--- src/rtl/output_value_check_if.sv ---
// Bus bundle for output_value_check: monitored values in, ASCII character stream out.
interface output_value_check_if #(
  parameter int DATA_WIDTH    = 8,
  parameter int LED_COUNT     = 16,
  parameter int ELEMENT_COUNT = 12
);
  logic [LED_COUNT-1:0]     led_data;
  logic [ELEMENT_COUNT-1:0] element_data;
  logic                     tx_ready;
  logic [DATA_WIDTH-1:0]    output_data;
  logic                     output_valid;

  // Side that supplies the monitored values and consumes characters.
  modport master (
    output led_data,
    output element_data,
    output tx_ready,
    input  output_data,
    input  output_valid
  );

  // Side that watches the values and emits the report characters.
  modport slave (
    input  led_data,
    input  element_data,
    input  tx_ready,
    output output_data,
    output output_valid
  );
endinterface

--- src/rtl/output_value_check.sv ---
// Watches led_data/element_data and, whenever either differs from the last
// reported value, emits one ASCII line "L<led hex>E<elem hex>\n" one
// character at a time over a valid/ready handshake.
module output_value_check #(
  parameter int DATA_WIDTH      = 8,
  parameter int CHARACTER_COUNT = 10,
  parameter int LED_COUNT       = 16,
  parameter int ELEMENT_COUNT   = 12
) (
  input  logic                 clk,
  input  logic                 reset,
  input  logic                 ena,
  output_value_check_if.slave  bus
);

  localparam int LED_DIGITS  = (LED_COUNT + 3) / 4;
  localparam int ELEM_DIGITS = (ELEMENT_COUNT + 3) / 4;
  localparam int LED_PAD_W   = LED_DIGITS * 4;
  localparam int ELEM_PAD_W  = ELEM_DIGITS * 4;
  localparam int IDX_W       = (CHARACTER_COUNT > 1) ? $clog2(CHARACTER_COUNT) : 1;
  localparam logic [IDX_W-1:0] LAST_IDX = IDX_W'(CHARACTER_COUNT - 1);

  typedef enum logic {
    IDLE,
    SEND
  } state_t;

  state_t                   state;
  state_t                   state_next;
  logic [IDX_W-1:0]         idx;
  logic [LED_COUNT-1:0]     snap_led;
  logic [ELEMENT_COUNT-1:0] snap_elem;

  logic                     changed;
  logic                     consume;
  logic                     last_char;
  logic [LED_PAD_W-1:0]     led_pad;
  logic [ELEM_PAD_W-1:0]    elem_pad;
  logic [7:0]               ascii;
  logic [3:0]               nibble;
  int                       k;
  logic [DATA_WIDTH-1:0]    out_data;
  logic                     out_valid;

  function automatic logic [7:0] hex_ascii(input logic [3:0] n);
    return (n < 4'd10) ? (8'h30 + {4'h0, n}) : (8'h37 + {4'h0, n});
  endfunction

  assign changed   = (bus.led_data != snap_led) || (bus.element_data != snap_elem);
  assign consume   = (state == SEND) && bus.tx_ready;
  assign last_char = (idx == LAST_IDX);
  // Partial top nibbles read as zero.
  assign led_pad   = LED_PAD_W'(snap_led);
  assign elem_pad  = ELEM_PAD_W'(snap_elem);

  // State register; ena=0 freezes the FSM, reset overrides ena.
  always_ff @(posedge clk) begin
    if (reset) begin
      state <= IDLE;
    end else if (ena) begin
      state <= state_next;
    end
  end

  // Next state: start on a detected change, finish when the last character is taken.
  always_comb begin
    state_next = state;
    case (state)
      IDLE:    if (changed) state_next = SEND;
      SEND:    if (bus.tx_ready && last_char) state_next = IDLE;
      default: state_next = IDLE;
    endcase
  end

  // Snapshots and character index; snapshots only load in IDLE, so the line
  // in flight always describes the values that started it.
  always_ff @(posedge clk) begin
    if (reset) begin
      idx       <= '0;
      snap_led  <= '0;
      snap_elem <= '0;
    end else if (ena) begin
      if ((state == IDLE) && changed) begin
        snap_led  <= bus.led_data;
        snap_elem <= bus.element_data;
        idx       <= '0;
      end else if (consume) begin
        idx <= last_char ? '0 : idx + IDX_W'(1);
      end
    end
  end

  // Character decode for position idx from the snapshots.
  always_comb begin
    ascii  = 8'h00;
    nibble = '0;
    k      = int'(idx);
    if (k == 0) begin
      ascii = 8'h4C;
    end else if (k <= LED_DIGITS) begin
      nibble = led_pad[(LED_DIGITS - k) * 4 +: 4];
      ascii  = hex_ascii(nibble);
    end else if (k == LED_DIGITS + 1) begin
      ascii = 8'h45;
    end else if (k <= LED_DIGITS + 1 + ELEM_DIGITS) begin
      nibble = elem_pad[(LED_DIGITS + 1 + ELEM_DIGITS - k) * 4 +: 4];
      ascii  = hex_ascii(nibble);
    end else if (k == LED_DIGITS + ELEM_DIGITS + 2) begin
      ascii = 8'h0A;
    end
  end

  // Outputs: character only while sending; valid additionally gated by ena.
  always_comb begin
    out_valid = 1'b0;
    out_data  = '0;
    if (state == SEND) begin
      out_valid = ena;
      out_data  = DATA_WIDTH'(ascii);
    end
  end

  assign bus.output_data  = out_data;
  assign bus.output_valid = out_valid;

endmodule

--- src/flat_wrapper.sv ---
// flat-port wrapper written by rule: the top's interface ports become plain ports
module output_value_check_flat 
#(
  parameter int DATA_WIDTH      = 8,
  parameter int CHARACTER_COUNT = 10,
  parameter int LED_COUNT       = 16,
  parameter int ELEMENT_COUNT   = 12
)
  (clk, reset, ena, bus_led_data, bus_element_data, bus_tx_ready, bus_output_data, bus_output_valid);
  output_value_check_if #(.DATA_WIDTH(DATA_WIDTH), .LED_COUNT(LED_COUNT), .ELEMENT_COUNT(ELEMENT_COUNT)) bus_i ();
  input  logic clk;
  input  logic reset;
  input  logic ena;
  input wire logic [$bits(bus_i.led_data)-1:0] bus_led_data;
  input wire logic [$bits(bus_i.element_data)-1:0] bus_element_data;
  input wire logic [$bits(bus_i.tx_ready)-1:0] bus_tx_ready;
  output wire logic [$bits(bus_i.output_data)-1:0] bus_output_data;
  output wire logic [$bits(bus_i.output_valid)-1:0] bus_output_valid;
  assign bus_i.led_data = bus_led_data;
  assign bus_i.element_data = bus_element_data;
  assign bus_i.tx_ready = bus_tx_ready;
  assign bus_output_data = bus_i.output_data;
  assign bus_output_valid = bus_i.output_valid;
  output_value_check #(.DATA_WIDTH(DATA_WIDTH), .CHARACTER_COUNT(CHARACTER_COUNT), .LED_COUNT(LED_COUNT), .ELEMENT_COUNT(ELEMENT_COUNT)) u_core (.clk(clk), .reset(reset), .ena(ena), .bus(bus_i));
endmodule
--- config.mk ---
export PLATFORM = sky130hd
export DESIGN_NAME = output_value_check_flat
export DESIGN_NICKNAME = d
export VERILOG_FILES = /design/src/rtl/output_value_check_if.sv /design/src/rtl/output_value_check.sv /design/src/flat_wrapper.sv
export SDC_FILE = /design/constraint.sdc
export NUM_CORES = 1
export LEC_CHECK = 0
export BUFFER_PORTS_ARGS = -buffer_cell sky130_fd_sc_hd__buf_2
export CAP_MARGIN = 20
export CORE_ASPECT_RATIO = 0.9
export CORE_MARGIN = 2
export CORE_UTILIZATION = 30
export CTS_CLUSTER_SIZE = 40
export DETAILED_ROUTE_END_ITERATION = 6
export PLACE_DENSITY_LB_ADDON = 0.2
export SLEW_MARGIN = 20
export SYNTH_ARGS = -nofsm -noshare
export SYNTH_HDL_FRONTEND = slang
export SYNTH_SLANG_ARGS = --single-unit
--- constraint.sdc ---
create_clock -name clk -period 6.9 [get_ports clk]
set_input_delay 1.035 -clock clk [delete_from_list [all_inputs] [get_ports clk]]
set_output_delay 1.035 -clock clk [all_outputs]
set_load 0.005 [all_outputs]
======== Word level (Yosys, flattened, before mapping) ========
Index checks and enable logic that the tools add are counted.
storage, ports and cells
  flip-flop bits (word level) ............. 33
  input bits .............................. 32
  output and inout bits ................... 9
  logic and storage cells ................. 46
operators by class
  add/subtract/negate cells ............... 7
  magnitude comparators ................... 4
  equality and inequality tests ........... 5
  shifts and indexed selects .............. 2
  mux-type cells .......................... 15
  bitwise logic cells ..................... 1
  reductions and logical operators ........ 8
operator list
  operator                                                        count
  two-way mux 8 bit                                               7
  indexed part select 12 x 32 -> 4 bit                            1
  indexed part select 16 x 32 -> 4 bit                            1
  adder 6 x 4 -> 7 bit, first input constant                      4
  two-way mux 4 bit                                               4
  inequality test 16 bit                                          1
  equality test 4 bit, second input constant                      3
  inequality test 12 bit                                          1
  < comparator 4 bit, second input constant                       2
  subtractor 3 x 4 -> 5 bit, first input constant                 1
  subtractor 4 x 4 -> 5 bit, first input constant                 1
  adder 4 x 1 -> 4 bit, second input constant                     1
  less-or-equal comparator 4 x 3 -> 1 bit, second input constant  1
  less-or-equal comparator 4 bit, second input constant           1
  zero test 4 bit                                                 1
  AND reduction 2 bit                                             2
  logical AND 1 bit                                               3
  two-way mux 1 bit                                               3
  case mux 1 bit (2 select lines)                                 1
  nonzero test 2 bit                                              1
  logical OR 1 bit                                                1
  NOT 1 bit                                                       1

======== Depth between registers and ports, before layout ========
Gate-level depths: netlist of the first run.
  depth in word-level cells ............... 9
  mapped depth ............................ 16
  mapped depth without buffers ............ 13

======== Least setup slack after synthesis of the first run ========
Ideal clock, no wire load.
  path type ............................... register to output
  start point ............................. reg u_core.idx[0]
  end point ............................... out bus_output_data[2]
  arrival ................................. 2.758 ns
  required time ........................... 5.865 ns
  setup slack ............................. 3.107 ns
  stages on the path, launching flop included .. 16
  path buffers ............................ 3
  cell sequence ........................... dfxtp_1 > buf_6 > buf_2 > inv_1 > ha_1 > clkbuf_1 > or3_1 > a31o_2 > a21oi_1 > inv_1 > ha_1 > nand2_1 > nor3b_1 > a211oi_1 > o221ai_1 > o211a_1
between the ends
  longest elaborated chain between the ends .. 9
  elaborated cells on any way between the ends .. 21
  those cells by class .................... add/sub: 6; order compare: 4; eq/ne: 1; shift: 2; mux: 7; reduce/logical: 1
ends and longest elaborated chain
  element                                                            line                       RTL
  start: declaration                                                 output_value_check.sv:30   logic [IDX_W-1:0] idx;
  start signal: assignment                                           output_value_check.sv:88   idx <= last_char ? '0 : idx + IDX_W'(1);
  subtractor 4 x 4 -> 5 bit                                          output_value_check.sv:106  nibble = elem_pad[(LED_DIGITS + 1 + ELEM_DIGITS - k) * 4 +: 4];
  indexed part select 12 x 32 -> 4 bit                               output_value_check.sv:106
  adder 6 x 4 -> 7 bit / < comparator 4 bit (equally long branches)  output_value_check.sv:46   return (n < 4'd10) ? (8'h30 + {4'h0, n}) : (8'h37 + {4'h0, n});
  two-way mux 8 bit                                                  output_value_check.sv:46
  two-way mux 8 bit                                                  output_value_check.sv:105  end else if (k <= LED_DIGITS + 1 + ELEM_DIGITS) begin
  two-way mux 8 bit                                                  output_value_check.sv:103  end else if (k == LED_DIGITS + 1) begin
  two-way mux 8 bit                                                  output_value_check.sv:100  end else if (k <= LED_DIGITS) begin
  two-way mux 8 bit *                                                output_value_check.sv:98   if (k == 0) begin
  two-way mux 8 bit *                                                output_value_check.sv:117  if (state == SEND) begin
  end: declaration                                                   flat_wrapper.sv:17         output wire logic [$bits(bus_i.output_data)-1:0] bus_output_data;
Every way passes the cells marked *; elsewhere a longest branch is shown, timed or not.

======== Final worst setup path of the first run ========
Same ends and word-level chain as after synthesis.

==> key figures, run 1 <==
Placed design
  • Dpl ws: 2.26 ns
  • GPL Wtd Cong: 0.796
  • Port Buffer Count: 39
  • Post-Place Cells: 405
  • DP Wirelength: 4680 µm

Setup path
  • Worst r2r src: u_core.elem_pad[2]$_SDFFE_PP0P_
  • Maximum fanout along the worst path: 23
  • Cell depth of the worst flop-to-flop path: 7
  • Reg-to-Reg End: u_core.led_pad[15]$_SDFFE_PP0P_
  • Req. time, crit path: between 5 and 6 ns
  • Critical Path AT: around 4 ns
  • Crit path kind: flop to output port
  • Worst setup EP type: output port
  • FF-to-FF setup slack: approximately 4.5 ns
  • CP Launch Type: flop

Clocking
  • Post-CTS setup buffer count: 0
  • Post-cts gate resize count: 0
  • TritonCTS clock tree: yes
  • Root Driver: clkbuf_8
  • Cts hold-fix bufs: 0
  • Num CTS Buffers: 5
  • Clock transition at path regs: 0.07 ns
  • Clk_lat worst skew: 0.29 ns
  • Clk sinks: 33
  • Clk buf depth: 2
  • # H-tree levels: 2

GRT
  • Met2 Usage GRT: 0.234
  • First-pass GRT wire length: 10,100 µm
  • Met3 Use GR: 0.0313
  • Largest net degree at the start of global routing: 35
  • Tot GR Track Use: 0.147
  • Grt peak-use layer: met2
  • Global-route track usage on met1: 0.202
  • Total gr overflow: 0
  • Number of global-route vias before repair: roughly 2k
  • Initial antenna violation count: 0

Timing
  • RSZ-0062 raised after global routing: no
  • Final period demand of the worst path: 4.96 ns
  • Final-report max-slew violation count: 0
  • Slew HR: 0.429
  • Achievable Freq: about 0.20 GHz
  • Period utilization: 0.719
  • Worst-margin pin slew: between 0.8 and 0.9 ns
  • Hold Vio Cnt, Final: 0
  • Layout Skew: 0.00601 ns
  • Setup_tns: 0 ns
  • Setup violations, final: 0
  • Setup WS post-layout: 1.94 ns

Synth
  • Post-synth top area share: 0.274
  • Dominant cell type by area after synthesis: dfxtp_1
  • Post-synth ARST share: 0
  • Synth Cell Area: 2410 µm²
  • Seq cells post-synth: 33
  • Post-synth EDFFs: 0
  • Post-Syn Instances: 286
  • Yosys warnings: 0
  • Mapped Avg Cell Area: 8.42 µm²
  • Prevailing post-synth register cell: dfxtp_1
  • Syn Nets: between 300 and 400
  • Yosys cell types: 55
  • Post-synthesis sequential area ratio: 0.274
  • Ranking of synthesized cells by area: dfxtp_1 27%, mux2i_1 14%, xnor2_1 11%

Power and ir drop
  • VDD IR max: 0.0840 mV
  • Pwr/cell area: 170 nW/µm²
  • Leakage Power: 1.05 nW

Layout
  • # diodes: 0
  • Non-filler cells, final: 412
  • Final net count: 353
  • Multi-input logic area: 1640 µm²
  • Share of layout cells above drive strength 1: 0.184
  • Storage element area: 661 µm²
  • Area growth syn-to-layout: 13.8%
  • Fill cells: 840

Run
  • Max cap viols: 0

Min path
  • Class of the worst hold path: flop to flop
  • Hold_sp: u_core.led_pad[13]$_SDFFE_PP0P_
  • Hold EP: u_core.led_pad[13]$_SDFFE_PP0P_
  • Hold Path Depth: 2

Drt
  • Via density: ~5
  • DRT iter0 DRCs: around 130
  • Total number of vias: 2,098
  • Wire per inst: 15.0 µm
  • Total iterations of the first detailed-routing run: 4
  • DRC viols: 0
  • Post-DRT Antenna Nets: 0
  • Final WL: 6160 µm

Die
  • Horiz. Die Dim: 98.5 µm
  • Die area: about 9000 µm²
  • Initial core utilization: 0.315
  • Chip Height: 89.0 µm
  • # IOs: 41
  • # rows: 30
  • Core area: 7660 µm²

Run status
  • Status: completed
==> per-stage QoR <==
stage	power (mW)	hold slack, ns	instance area, µm²	util
6_report	0.465	0.546	2740	0.358
5_1_grt	0.493	0.569	2740	0.358
4_1_cts	0.472	0.546	2740	0.358
3_5_place_dp	0.321	0.532	2660	0.347
3_3_place_gp	0.320	0.521	2660	0.347
2_1_floorplan	0.289	0.496	2410	-
==> synth_stat cells (2+ instances only) <==
library cell / n
nor2_1: 41
mux2i_1: 34
dfxtp_1: 33
xnor2_1: 29
nand2_1: 19
a21oi_1: 12
nand4_1: 10
clkbuf_1: 8
inv_1: 8
nand2b_1: 7
o21ai_0: 7
nor3_1: 6
ha_1: 5
buf_2: 4
o22ai_1: 4
o2bb2ai_1: 4
buf_4: 3
nand3_1: 3
o21a_1: 3
a211oi_1: 2
a31o_2: 2
a31oi_1: 2
and3_1: 2
mux4_1: 2
nand3b_1: 2
nor2b_1: 2
nor3b_1: 2
or2_2: 2
or3_1: 2
==> report_power, final <==
part           switching [mW]  internal, mW  total [mW]
registers              0.0144         0.202       0.216
clock network          0.0699        0.0791       0.149
logic                  0.0510        0.0486      0.0997
==> worst max path at each step <==
stage	to	cells past startpoint	start	slack [ns]
after global placement	bus_output_data[2]	14	u_core.idx[0]$_SDFFE_PP0P_	2.36
after global routing	bus_output_data[2]	14	u_core.idx[0]$_SDFFE_PP0P_	1.64
after CTS	bus_output_data[2]	14	u_core.idx[0]$_SDFFE_PP0P_	1.92
after detailed placement	bus_output_data[2]	14	u_core.idx[0]$_SDFFE_PP0P_	2.26
after floorplan	bus_output_data[2]	15	u_core.idx[0]$_SDFFE_PP0P_	3.11
final	bus_output_data[2]	14	u_core.idx[0]$_SDFFE_PP0P_	1.94
==> kinds of logic (layout without fill, tap and decap cells) <==
| family | after synthesis | after routing | share of synthesized area |
|---|---|---|---|
| other cells | 1 | 1 | 0.00156 |
| buf+inv | 25 | 55 | 0.0488 |
| mux | 38 | 38 | 0.177 |
| xor+xnor | 29 | 29 | 0.105 |
| compound gates | 50 | 50 | 0.154 |
| fa+ha+maj | 5 | 5 | 0.0260 |
| simple gates | 105 | 105 | 0.212 |
| flops | 33 | 33 | 0.274 |
==> registers in the layout, summed over array words and instances, names as in the netlist <==
name,flops
u_core.elem_pad,12
u_core.idx,4
u_core.led_pad,16
u_core.state,1
==> metal layers <==
layer,vias to the layer above,wire length (µm)
met1,973,2980
met4,0,71
li1,1074,-
met5,-,0
met3,7,296
met2,44,2810
==> layout make-up <==
type	instances	share of cell area
flip-flops and latches	33	0.241
inverters	8	0.0110
repair buffers	40	0.0739
well taps	96	0.0438
clock buffers	7	0.0315
multi-input cells	228	0.599
==> critical path, stage by stage, from the launching register on <==
cell and delay (ns):
dfxtp_1 0.83, inv_1 0.13, ha_1 0.61, mux2_2 0.40
or2_2 0.28, nand3_1 0.08, a21oi_1 0.10, inv_1 0.07
ha_1 0.15, nand2_1 0.08, nor3b_1 0.26, a211oi_1 0.09
o221ai_1 0.25, o211a_1 0.18, buf_2 0.11
==> layout by cell type, fill, tap and decap left out, drive strengths merged, types with 8 or more instances in the layout <==
cell,n
a21oi,12
dfxtp,33
mux2i,34
nand4,10
inv,8
nor2,41
buf,40
nand2,19
xnor2,29
No activity file was read; power rests on OpenSTA's default activity.
==> run 2: changes to the inputs <==
- clock period: 6.9 -> 4.89 ns (I/O delays scaled with it)
==> run 2 against run 1 <==
  * Sequential power rose by 40%
  * Via count shrank 0.91%
  * Utilization rose by 0.098 points
  * Critical path depth rose by 1
  * Largest power group unchanged
==> key figures, run 2 (synthesis gave the netlist of run 1 again) <==
Clocking
  • Root Driver: clkbuf_8
  • # H-tree levels: 2
  • Num CTS Buffers: 5
  • TritonCTS clock tree: yes
  • Post-cts gate resize count: 0
  • Cts hold-fix bufs: 0
  • Clock transition at path regs: 0.07 ns
  • Clk_lat worst skew: 0.28 ns
  • Post-CTS setup buffer count: 0
  • Clk sinks: 33
  • Clk buf depth: 2

Layout
  • Most frequent cells in the layout: 41 x nor2_1, 39 x buf_2, 34 x mux2i_1, 33 x dfxtp_1, 29 x xnor2_1
  • Final core occ: 0.359
  • Commonest non-fill, non-tap cell in the layout: nor2_1
  • Area growth syn-to-layout: 14.1%
  • Non-filler cells, final: 413
  • Final net count: approximately 350
  • Largest register FFs: 16
  • Share of layout cells above drive strength 1: 0.186
  • Finished Cell Area: 2750 µm²
  • # diodes: 0

GRT
  • Largest net degree at the start of global routing: 35
  • Tot GR Track Use: 0.144
  • Number of global-route vias before repair: 1,951
  • Initial antenna violation count: 0
  • Total gr overflow: 0
  • First-pass GRT wire length: 10,000 µm

Drt
  • Final WL: 6090 µm
  • Total iterations of the first detailed-routing run: 4
  • Via density: 5.03
  • Wire per inst: 14.8 µm
  • DRC viols: 0
  • Post-DRT Antenna Nets: 0
  • Total number of vias: a little over 2k
  • DRT iter0 DRCs: 92

Die
  • Horiz. Die Dim: 98.5 µm
  • Die area: between 8000 and 9000 µm²
  • # IOs: 41
  • # rows: 30
  • Core area: 7660 µm²
  • Chip Height: 89.0 µm
  • Initial core utilization: 0.315

Placed design
  • DP Wirelength: around 4700 µm
  • Dpl ws: 0.908 ns
  • DP Area: roughly 2700 µm²
  • Port Buffer Count: 39
  • GPL Wtd Cong: around 0.8
  • Post-Place Cells: just over 400

Setup path
  • Slowest Stage Delay on Critical Path: 0.62 ns
  • Cell Chain, Critical Path: buf_4, inv_1, ha_1, mux2_2, or2_2, nand3_1, a21oi_1, inv_1, ha_1, nand2_1, nor3b_1, a211oi_1, o221ai_1, o211a_1, buf_2
  • Crit path kind: flop to output port
  • Critical Path AT: 3.61 ns
  • Worst setup EP type: output port
  • CP Buf/Inv Count: 4
  • Req. time, crit path: 4.16 ns
  • CP max-delay cell: ha_1
  • Maximum fanout along the worst path: 23
  • Crit path max-delay family: adder cells
  • CP Launch Type: flop

Timing
  • Layout Skew: 0.00306 ns
  • Period utilization: 0.888
  • Slew HR: 0.448
  • Setup violations, final: 0
  • Worst hold slack: 0.548 ns
  • Worst-margin pin slew: 0.821 ns
  • Final-report max-slew violation count: 0
  • Hold Vio Cnt, Final: 0
  • Setup WS post-layout: 0.545 ns
  • Setup_tns: 0 ns
  • Final period demand of the worst path: 4.34 ns
  • Achievable Freq: 0.230 GHz
  • RSZ-0062 raised after global routing: no

Power and ir drop
  • Comb pwr share: 0.220
  • Power Internal: 0.466 mW
  • Clock Power Share: 0.317
  • Pwr/cell area: 238 nW/µm²
  • Switch Pwr: 0.189 mW
  • Switch share: 0.289
  • Sequential share of power: 0.463
  • Leakage Power: 1.05 nW
  • PnR Total Power: 0.655 mW
  • VDD IR max: 0.106 mV

Run status
  • Status: completed

Run
  • Max cap viols: 0

Min path
  • Class of the worst hold path: flop to flop
-- run 2: worst register-to-register path: cells and delay by family (launching register included) --
kind	cells	cell delay (ns)
mux	1	0.19
compound gates	1	0.26
xor+xnor	1	0.21
simple gates	3	0.93
flops	1	0.34
buf+inv	1	0.31
-- run 2: metal layers --
| metal | wire length (µm) | share of wire | GRT usage | vias up |
|---|---|---|---|---|
| li1 | - | - | - | 1079 |
| met4 | 44 | 0.0072 | 0.0411 | 0 |
| met3 | 313 | 0.051 | 0.0242 | 4 |
| met5 | 0 | 0 | 0 | - |
| met2 | 2750 | 0.45 | 0.226 | 51 |
| met1 | 2990 | 0.49 | 0.205 | 945 |
-- run 2: final timing paths --
path                                   startpoint                              end  slack (ns)  cells after the start
hold reg to reg   u_core.elem_pad[6]$_SDFFE_PP0P_  u_core.elem_pad[6]$_SDFFE_PP0P_        0.55                      2
setup reg to reg  u_core.elem_pad[2]$_SDFFE_PP0P_  u_core.elem_pad[2]$_SDFFE_PP0P_        2.51                      7
hold / removal    u_core.elem_pad[6]$_SDFFE_PP0P_  u_core.elem_pad[6]$_SDFFE_PP0P_        0.55                      2
setup / recovery       u_core.idx[0]$_SDFFE_PP0P_               bus_output_data[2]        0.55                     15
-- run 2: final cells by class --
cell class	instances	area, µm²
fill	816	4910
clock buffer	7	86.3
multi-input combinational	228	1640
tap	96	120
sequential	33	661
inverter	8	30.0
timing repair buffer	41	210
-- run 2: power groups by stage --
stage	sequential [mW]	combinational, mW	clock [mW]
global placement	0.309	0.143	0
detailed placement	0.309	0.144	0
global route	0.306	0.160	0.225
floorplan	0.303	0.105	0
CTS	0.303	0.145	0.215
finish	0.303	0.144	0.207
==> run 3: changes to the inputs <==
- CORE_ASPECT_RATIO: 0.9 -> not set
- CTS_BUF_LIST: not set -> sky130_fd_sc_hd__clkbuf_16
- CTS_CLUSTER_DIAMETER: not set -> 200
==> run 3 against run 2 <==
  * Count of clock-buffer cells in the layout down 2
  * Register-to-register slack better by 0.20 ns
  * Routed wire length increased by 1.0%
  * First-iteration DRC count is 37% lower
  * Highest routed layer unchanged
  * Clock skew shrank 0.00065 ns
  * Critical path type unchanged
  * Maximum frequency increased by 5.1%
  * Combinational power about the same
  * Flip-flop and latch count did not move
==> key figures, run 3 (synthesis gave the netlist of run 1 again) <==
Run status
  • Status: completed

Layout
  • Largest register FFs: 16
  • Multi-input logic area: 1640 µm²
  • Finished Cell Area: 2800 µm²
  • # diodes: 0
  • Fill cells: 853
  • Area growth syn-to-layout: 16.4%
  • Most frequent cells in the layout: 41 x nor2_1, 39 x buf_2, 34 x mux2i_1, 33 x dfxtp_1, 29 x xnor2_1
  • Storage element area: 661 µm²
  • Final net count: between 300 and 400
  • Commonest non-fill, non-tap cell in the layout: nor2_1
  • Share of layout cells above drive strength 1: 0.183
  • Non-filler cells, final: 419

GRT
  • Largest net degree at the start of global routing: 35
  • Number of global-route vias before repair: 2,036
  • Total gr overflow: 0
  • Tot GR Track Use: 0.146
  • First-pass GRT wire length: 10,000 µm
  • Initial antenna violation count: 0

Die
  • Die area: 8760 µm²
  • Horiz. Die Dim: 93.6 µm
  • # rows: 32
  • # IOs: approximately 40
  • Chip Height: 93.6 µm
  • Initial core utilization: 0.310
  • Core area: 7770 µm²

Placed design
  • Port Buffer Count: 39
  • DP Area: 2670 µm²
  • GPL Wtd Cong: just under 0.8
  • DP Wirelength: 4620 µm
  • Dpl ws: 1.04 ns
  • Post-Place Cells: 412

Timing
  • Setup WS post-layout: 0.755 ns
  • Final period demand of the worst path: 4.13 ns
  • Setup_tns: 0 ns
  • Period utilization: 0.846
  • Worst-margin pin slew: 0.792 ns
  • RSZ-0062 raised after global routing: no
  • Achievable Freq: between 0.2 and 0.25 GHz
  • Layout Skew: 0.00242 ns
  • Hold Vio Cnt, Final: 0
  • Setup violations, final: 0
  • Slew HR: 0.467
  • Final-report max-slew violation count: 0

Drt
  • Total iterations of the first detailed-routing run: 4
  • DRT iter0 DRCs: 58
  • Total number of vias: 2,120
  • Post-DRT Antenna Nets: 0
  • Final WL: between 6000 and 7000 µm
  • DRC viols: 0
  • Via density: roughly 5.1
  • Wire per inst: around 15 µm

Setup path
  • Reg-to-Reg End: u_core.led_pad[8]$_SDFFE_PP0P_
  • Maximum fanout along the worst path: 12
  • Critical path origin: u_core.idx[1]$_SDFFE_PP0P_
  • Worst setup EP type: output port
  • Critical Path AT: 3.40 ns
  • Req. time, crit path: ~4.2 ns
  • Worst r2r src: u_core.elem_pad[5]$_SDFFE_PP0P_
  • CP Launch Type: flop
  • Crit path kind: flop to output port
  • Cell depth of the worst flop-to-flop path: 7
  • FF-to-FF setup slack: 2.71 ns

Power and ir drop
  • Switch Pwr: roughly 0.2 mW
  • PnR Total Power: approximately 0.74 mW
  • Power Internal: 0.536 mW
  • Switch share: 0.270
  • Comb pwr share: 0.194
  • VDD IR max: about 0.18 mV
  • Clock Power Share: 0.393
  • Pwr/cell area: 262 nW/µm²
  • Leakage Power: about 1.1 nW
  • Sequential share of power: 0.413

Clocking
  • # H-tree levels: 2
  • Root Driver: clkbuf_16
  • Post-CTS setup buffer count: 0
  • Cts hold-fix bufs: 0
  • Post-cts gate resize count: 0
  • Clock transition at path regs: 0.05 ns
  • Num CTS Buffers: 5
  • Clk sinks: 33
  • Clk buf depth: 2
  • TritonCTS clock tree: yes
  • Clk_lat worst skew: 0.27 ns

Min path
  • Hold_sp: u_core.elem_pad[10]$_SDFFE_PP0P_
  • Class of the worst hold path: flop to flop
  • Hold Path Depth: 2
  • Hold EP: u_core.elem_pad[10]$_SDFFE_PP0P_

Run
  • Max cap viols: 0
[run 3: cell type report]
type,count,share of cell area
Clock buffer,5,0.0446
Multi-Input combinational cell,228,0.586
Sequential cell,33,0.236
Inverter,8,0.0107
Timing Repair Buffer,41,0.0750
Clock inverter,2,0.00268
Tap cell,102,0.0455
[run 3: worst max-delay path, stage by stage (launching register included)]
cell and delay [ns]:
dfxtp_1 0.42, inv_1 0.11, ha_1 0.61, mux2_2 0.41, or2_2 0.28, nand3_1 0.08
a21oi_1 0.10, inv_1 0.06, ha_1 0.15, nand2_1 0.08, nor3b_1 0.27, a211oi_1 0.08
o221ai_1 0.19, o211a_1 0.17, buf_2 0.11
[run 3: routing by layer]
layer | share of wire | GRT usage | vias to the layer above
li1 | - | - | 1082
met1 | 0.48 | 0.197 | 970
met2 | 0.44 | 0.230 | 56
met3 | 0.052 | 0.0234 | 12
met4 | 0.029 | 0.0628 | 0
met5 | 0 | 0 | -
[run 3: worst max path at each step]
stage	slack (ns)	to
detailed placement	1.04	bus_output_data[2]
CTS	0.72	bus_output_data[2]
global route	0.51	bus_output_data[2]
finish	0.76	bus_output_data[2]
floorplan	1.40	bus_output_data[2]
global placement	1.07	bus_output_data[2]
[run 3: through the flow]
stage                     hold WS [ns]   util
after CTS                        0.548  0.361
after detailed placement         0.536  0.344
final                            0.545  0.361
after global routing             0.565  0.361
after global placement           0.520  0.344
after floorplan                  0.496      -
[run 3: power by group through the flow]
stage                     clock, mW  sequential (mW)  combinational (mW)
after global placement            0            0.309               0.144
after detailed placement          0            0.309               0.144
after floorplan                   0            0.303               0.105
final                         0.289            0.303               0.143
after CTS                     0.298            0.303               0.145
after global routing          0.310            0.305               0.158
